<file path="config.mk">
export PLATFORM = sky130hd
export DESIGN_NAME = multi_button_debouncer
export DESIGN_NICKNAME = d
export VERILOG_FILES = /design/src/rtl/multi_button_debouncer.sv
export SDC_FILE = /design/constraint.sdc
export NUM_CORES = 1
export LEC_CHECK = 0
export CAP_MARGIN = 20
export CORE_MARGIN = 2
export CORE_UTILIZATION = 25
export CTS_CLUSTER_DIAMETER = 80
export DETAILED_ROUTE_END_ITERATION = 7
export GPL_ROUTABILITY_DRIVEN = 0
export GPL_TIMING_DRIVEN = 0
export SLEW_MARGIN = 15
export SYNTH_ARGS = -nofsm -noshare
export SYNTH_HDL_FRONTEND = slang
export SYNTH_SLANG_ARGS = --single-unit
</file>
<file path="constraint.sdc">
create_clock -name clk -period 13.15 [get_ports clk]
set_input_delay 1.9725 -clock clk [delete_from_list [all_inputs] [get_ports clk]]
set_output_delay 1.9725 -clock clk [all_outputs]
set_load 0.1 [all_outputs]
</file>
<file path="src/rtl/multi_button_debouncer.sv">
// Multi-channel button debouncer: per-channel synchroniser, debounce filter,
// press/release pulses, long-press detection and optional auto-repeat.
module multi_button_debouncer #(
    parameter int unsigned NUM_CH            = 4,
    parameter int unsigned ACTIVE_LOW        = 1,
    parameter int unsigned DEBOUNCE_CYCLES   = 50000,
    parameter int unsigned LONG_PRESS_CYCLES = 1000000,
    parameter int unsigned REPEAT_CYCLES     = 200000,
    parameter int unsigned CNT_W             = 24
) (
    input  logic              clk,
    input  logic              reset,
    input  logic [NUM_CH-1:0] raw_buttons,
    input  logic              repeat_en,
    output logic [NUM_CH-1:0] button_state,
    output logic [NUM_CH-1:0] on_button_down,
    output logic [NUM_CH-1:0] on_button_up,
    output logic [NUM_CH-1:0] on_long_press,
    output logic [NUM_CH-1:0] on_repeat
);

    localparam logic             RELEASED_RAW = (ACTIVE_LOW != 0);
    localparam logic [CNT_W-1:0] DB_LAST      = CNT_W'(DEBOUNCE_CYCLES - 1);
    localparam logic [CNT_W-1:0] LONG_LAST    = CNT_W'(LONG_PRESS_CYCLES - 1);
    localparam logic [CNT_W-1:0] REP_LAST     = CNT_W'(REPEAT_CYCLES - 1);
    localparam longint unsigned  CNT_LIMIT    = (CNT_W >= 1 && CNT_W <= 32) ?
                                                (64'd1 << CNT_W) : 64'd0;

    typedef enum logic [1:0] {
        ST_IDLE    = 2'd0,
        ST_PRESSED = 2'd1,
        ST_HELD    = 2'd2
    } state_t;

    // Reject parameter sets the timers cannot represent
    if (NUM_CH < 1) begin : g_err_num_ch
        $error("multi_button_debouncer: NUM_CH must be >= 1");
    end
    if (ACTIVE_LOW > 1) begin : g_err_active_low
        $error("multi_button_debouncer: ACTIVE_LOW must be 0 or 1");
    end
    if (CNT_W < 1 || CNT_W > 32) begin : g_err_cnt_w
        $error("multi_button_debouncer: CNT_W must be in 1..32");
    end
    if (DEBOUNCE_CYCLES < 1 || 64'(DEBOUNCE_CYCLES) > CNT_LIMIT) begin : g_err_db
        $error("multi_button_debouncer: DEBOUNCE_CYCLES out of range for CNT_W");
    end
    if (LONG_PRESS_CYCLES < 1 || 64'(LONG_PRESS_CYCLES) > CNT_LIMIT) begin : g_err_long
        $error("multi_button_debouncer: LONG_PRESS_CYCLES out of range for CNT_W");
    end
    if (REPEAT_CYCLES < 1 || 64'(REPEAT_CYCLES) > CNT_LIMIT) begin : g_err_rep
        $error("multi_button_debouncer: REPEAT_CYCLES out of range for CNT_W");
    end

    for (genvar g = 0; g < NUM_CH; g++) begin : g_ch
        logic             r_sync1;
        logic             r_sync2;
        logic [CNT_W-1:0] r_db_cnt;
        logic [CNT_W-1:0] r_hold_cnt;
        logic             r_btn;
        logic             r_down;
        logic             r_up;
        logic             r_long;
        logic             r_rep;
        state_t           r_state;

        logic             w_level;
        logic             w_mismatch;
        logic             w_accept;

        // Synchronised pin normalised so that 1 = pressed
        assign w_level    = r_sync2 ^ RELEASED_RAW;
        assign w_mismatch = (w_level != r_btn);
        assign w_accept   = w_mismatch && (r_db_cnt == DB_LAST);

        always_ff @(posedge clk or posedge reset) begin
            if (reset) begin
                r_sync1    <= RELEASED_RAW;
                r_sync2    <= RELEASED_RAW;
                r_db_cnt   <= '0;
                r_hold_cnt <= '0;
                r_btn      <= 1'b0;
                r_down     <= 1'b0;
                r_up       <= 1'b0;
                r_long     <= 1'b0;
                r_rep      <= 1'b0;
                r_state    <= ST_IDLE;
            end else begin
                r_sync1 <= raw_buttons[g];
                r_sync2 <= r_sync1;
                r_down  <= 1'b0;
                r_up    <= 1'b0;
                r_long  <= 1'b0;
                r_rep   <= 1'b0;

                // Any agreement with the accepted level discards the partial run
                if (!w_mismatch) begin
                    r_db_cnt <= '0;
                end else if (w_accept) begin
                    r_db_cnt <= '0;
                    r_btn    <= w_level;
                    r_down   <= w_level;
                    r_up     <= ~w_level;
                end else begin
                    r_db_cnt <= r_db_cnt + CNT_W'(1);
                end

                // Accepted release wins over a coincident long-press/repeat expiry
                case (r_state)
                    ST_IDLE: begin
                        r_hold_cnt <= '0;
                        if (w_accept && w_level) begin
                            r_state <= ST_PRESSED;
                        end
                    end
                    ST_PRESSED: begin
                        if (w_accept) begin
                            r_state    <= ST_IDLE;
                            r_hold_cnt <= '0;
                        end else if (r_hold_cnt == LONG_LAST) begin
                            r_state    <= ST_HELD;
                            r_long     <= 1'b1;
                            r_hold_cnt <= '0;
                        end else begin
                            r_hold_cnt <= r_hold_cnt + CNT_W'(1);
                        end
                    end
                    ST_HELD: begin
                        if (w_accept) begin
                            r_state    <= ST_IDLE;
                            r_hold_cnt <= '0;
                        end else if (r_hold_cnt == REP_LAST) begin
                            r_rep      <= repeat_en;
                            r_hold_cnt <= '0;
                        end else begin
                            r_hold_cnt <= r_hold_cnt + CNT_W'(1);
                        end
                    end
                    default: begin
                        r_state    <= ST_IDLE;
                        r_hold_cnt <= '0;
                    end
                endcase
            end
        end

        assign button_state[g]   = r_btn;
        assign on_button_down[g] = r_down;
        assign on_button_up[g]   = r_up;
        assign on_long_press[g]  = r_long;
        assign on_repeat[g]      = r_rep;
    end

endmodule
</file>
---- Word-level counts from Yosys, hierarchy flattened ----
Index checks and enable logic that the tools add are counted.
cells by class
  $add $sub $neg .......................... 8
  mux-type cells .......................... 88
  bitwise logic cells ..................... 4
  eq/ne operators ......................... 36
  reductions and logical operators ........ 20
operator list
  kind                     count
  $mux W24                 24
  $add A24 B1 Y24 const B  8
  $pmux W24 S2             4
  $eq A24 B16 Y1 const B   4
  $eq A24 B18 Y1 const B   4
  $eq A24 B20 Y1 const B   4
  $mux W1                  40
  $mux W2                  16
  $pmux W2 S3              4
  $ne A2 B2 Y1 const B     8
  $ne A3 B3 Y1 const B     4
  $reduce_and A3 Y1        4
  $eq A2 B1 Y1 const B     4
  $eq A2 B2 Y1 const B     4
  $logic_and A1 B1 Y1      8
  $logic_not A2 Y1         4
  $reduce_and A2 Y1        4
  $ne A1 B1 Y1             4
  $not A1 Y1               4
word-level totals
  output and inout bits ................... 20
  input port bits ......................... 7
  flip-flop bits (word level) ............. 228
  logic and storage cells ................. 196

---- Depth between registers and ports, before layout ----
  word-level depth ........................ 6
  gate-level depth with buffers ........... 9
  mapped depth without buffers ............ 7

---- Worst setup path before layout ----
Ideal clock, no wire load.
  path kind ............................... flip-flop to output port
  start ................................... register g_ch[0].r_btn
  end ..................................... output button_state[0]
  arrival ................................. 0.762 ns
  path slack .............................. 10.416 ns
  cell stages (with the launch flop) ...... 2
  buffers on the path ..................... 1
  required time ........................... 11.177 ns
  cell sequence ........................... dfrtp_1 > buf_4
RTL lines
  item                    RTL line  RTL
  start, declared         60        logic r_btn;
  start signal, assigned  101       r_btn <= w_level;
  end, declared           15        output logic [NUM_CH-1:0] button_state,
No word-level cell between the ends.

---- Worst setup path in the final report ----
  start ................................... register g_ch[0].r_btn
  end ..................................... output button_state[0]
No word-level cell between the ends.

==> results by group <==
Logic synthesis
  • Synth top cells by count: dfrtp_1 (220), nor2_1 (220), xor2_1 (87)
  • EDFF count, synth: 0
  • Count of state elements after synthesis: 228
  • Total of warnings raised by yosys: 0
  • Most used DFF post-synth: dfrtp_1
  • Mapped cell area: 11200 um2
  • Mapped Nets: 1171
  • Syn avg cell area: 9.81 um2
  • Synth top area cells: dfrtp_1 (49%), nor2_1 (7.4%), xor2_1 (6.8%), xnor2_1 (6.2%), nand4_1 (2.8%)
  • Cell taking the most area after synthesis: dfrtp_1
  • Post-synthesis sequential area ratio: 51.0%
  • Mapped Cells: 1143
  • Async set or reset register ratio after synthesis: 100%
  • Top-area cell type share of the netlist area: 49.1%
  • Cell variety after synth: 47

Critical path
  • Critical path, cell by cell: buf_4, clkdlybuf4s50_1
  • Critical path peak fanout: 6
  • Req. time, crit path: 11.18 ns
  • Worst EP arrival: 2.30 ns
  • Crit path kind: flop to output pin
  • Worst path top cell family by delay: buffers and inverters
  • R2R Setup Slk: 10.69 ns
  • CP endpoint kind: output pin
  • CP max stage cell: clkdlybuf4s50_1
  • Buf/Inv on CP: 2
  • Worst path max stage delay: 1.12 ns
  • CP Launch Type: flop

Timing
  • Fmax: 234 MHz
  • Count of pins over their slew limit: 0
  • Min Tclk post-route: 4.27 ns
  • Worst clock skew: 0.00640 ns
  • Final worst slack: 8.88 ns
  • # setup viols final: 0
  • Setup TNS: 0 ns
  • Unrepaired setup endpoints after global routing: no
  • Slew HR: 32.4%
  • Final period util: 32.5%
  • Worst Tran Pin Value: 1.01 ns
  • Final hold vios: 0

Flow run
  • MaxCap Viol Count: 0

Pwr
  • Power Density: 110 nW/um2
  • Pwr Total: 0.00144 W
  • Peak supply drop: 0.0766 mV
  • Leakage Power: 5.10 nW

Route
  • Number of vias per cell: 4.37
  • Via total after detailed routing: 7902
  • Residual DRC: 0
  • DRT Wirelength: 21.1 mm
  • Routed length per placed instance: 11.7 um
  • DRT iter0 DRCs: 425
  • Drt first pass iters: 4
  • Post-DRT Antenna Nets: 0

Die
  • Die W: 216 um
  • Core Region: 44200 um2
  • Boundary Pins: 27
  • Die height: 216 um
  • Initial core utilization: 25.3%
  • Die footprint: 46500 um2
  • Row cnt: 77

Global routing
  • Pin count of the biggest net entering global routing: 98
  • GR Overflow Total: 0
  • First-pass GRT wire length: 36.9 mm
  • Initial antenna violation count: 0
  • Vias in the first global route: 7813
  • Total GRT Usage: 9.21%

Clock tree
  • CTS resizes: 0
  • Clock Latency Late Sink: 0.52 ns
  • CTS Hold Bufs: 0
  • CTS sink cnt: 228
  • Clock Path Buffers: 3
  • H-tree depth: 1
  • CTS tree: done
  • Total CTS buffers: 25
  • Setup bufs post-CTS: 0
  • Clock root buffer: clkbuf_16
  • Clk slew on worst S/H paths: 0.06 ns

Layout
  • Share of post-route cells with drive strength above 1: 8.22%
  • Non-filler cells, final: 1808
  • NumNets Final: 1226
  • Diodes inserted: 0
  • Layout area overhead: 16.8%

Worst hold path
  • Min-delay worst type: flop to flop

Placed design
  • Worst slack, placed: 9.43 ns
  • Final HPWL DP: 14.3 mm
  • Placed insts: 1763
  • I/O Buffers: 26

Outcome
  • Outcome: finished, final reports clean
routing by layer:
metal  track usage [%]  vias to the layer above  part of all wire [%]
li1                  -                     3983                     -
met1              12.5                     3802                    50
met2              15.0                       87                    45
met3              1.97                       30                   3.6
met4              2.07                        0                   1.9
met5                 0                        -                     0
per-stage QoR:
step	utilization (%)	cell area [um2]	hold WS (ns)
global placement	27.6	12200	0.347
detailed placement	27.8	12300	0.348
CTS	29.6	13100	0.357
floorplan	-	11200	0.345
global route	29.6	13100	0.365
finish	29.6	13100	0.355
cell families after synthesis:
| family | after synthesis | share of synthesized area [%] |
|---|---|---|
| adders and majority gates | 21 | 2.34 |
| and+or+nand+nor | 579 | 26.0 |
| buffers and inverters | 86 | 3.91 |
| xor gates and xnor gates | 166 | 13.0 |
| muxes | 4 | 0.402 |
| AOI/OAI and AO/OA | 59 | 3.36 |
| DFF | 228 | 51.0 |
state kept, by name (all words and copies together), names as in the netlist:
signal           count
g_ch.r_long          4
g_ch.r_db_cnt       96
g_ch.r_down          4
g_ch.r_sync2         4
g_ch.r_btn           4
g_ch.r_sync1         4
g_ch.r_up            4
g_ch.r_state         8
g_ch.r_hold_cnt     96
g_ch.r_rep           4
power by group:
group,leakage (nW),switching [W],total [W],internal [W]
registers,3.15,0.00000473,0.000712,0.000707
logic,1.55,0.0000224,0.0000298,0.00000739
clock network,0.402,0.000275,0.000698,0.000423
total,5.10,0.000302,0.00144,0.00114
cell usage in the layout (no fill, tap or decap), types with 4 or more instances in the layout:
cell	Yosys	routed
nand2_1	85	85
o21ai_0	19	19
and3_1	29	29
clkbuf_16	0	25
clkdlybuf4s50_1	0	26
xnor2_1	79	79
clkbuf_8	0	6
inv_1	45	44
a21oi_1	23	23
nor2b_1	5	5
dfstp_2	8	8
nor4b_1	9	9
nand4_1	51	51
buf_6	4	4
xor2_1	87	87
nor4_1	18	18
dfrtp_1	220	220
clkbuf_1	11	20
ha_1	21	21
nor4_2	8	8
and4_1	17	17
or2_2	5	5
buf_4	22	22
mux2_2	4	4
nor3_1	28	28
nor2_1	220	220
nand3_1	57	57
or3_1	26	26
area by class of cell:
type / instances / area (um2)
Tap cell: 592 / 741
Clock inverter: 5 / 75.1
Inverter: 45 / 176
Sequential cell: 228 / 5720
Multi-Input combinational cell: 829 / 5060
Clock buffer: 40 / 742
Buffer: 41 / 269
Fill cell: 4538 / 31100
Timing Repair Buffer: 28 / 315
path summary, 6_finish.rpt:
check,start,endpoint,cells past startpoint
worst max-delay path,g_ch[0].r_btn,button_state[0],2
worst min register to register,g_ch[0].r_sync1,g_ch[0].r_sync2,0
worst min-delay path,g_ch[0].r_sync1,g_ch[0].r_sync2,0
min in group asynchronous,reset,g_ch[2].r_long,2
worst max register to register,g_ch[2].r_hold_cnt[6],g_ch[2].r_hold_cnt[17],7
max in group asynchronous,reset,g_ch[1].r_sync1,3
Power figures use the tool's default switching activity.
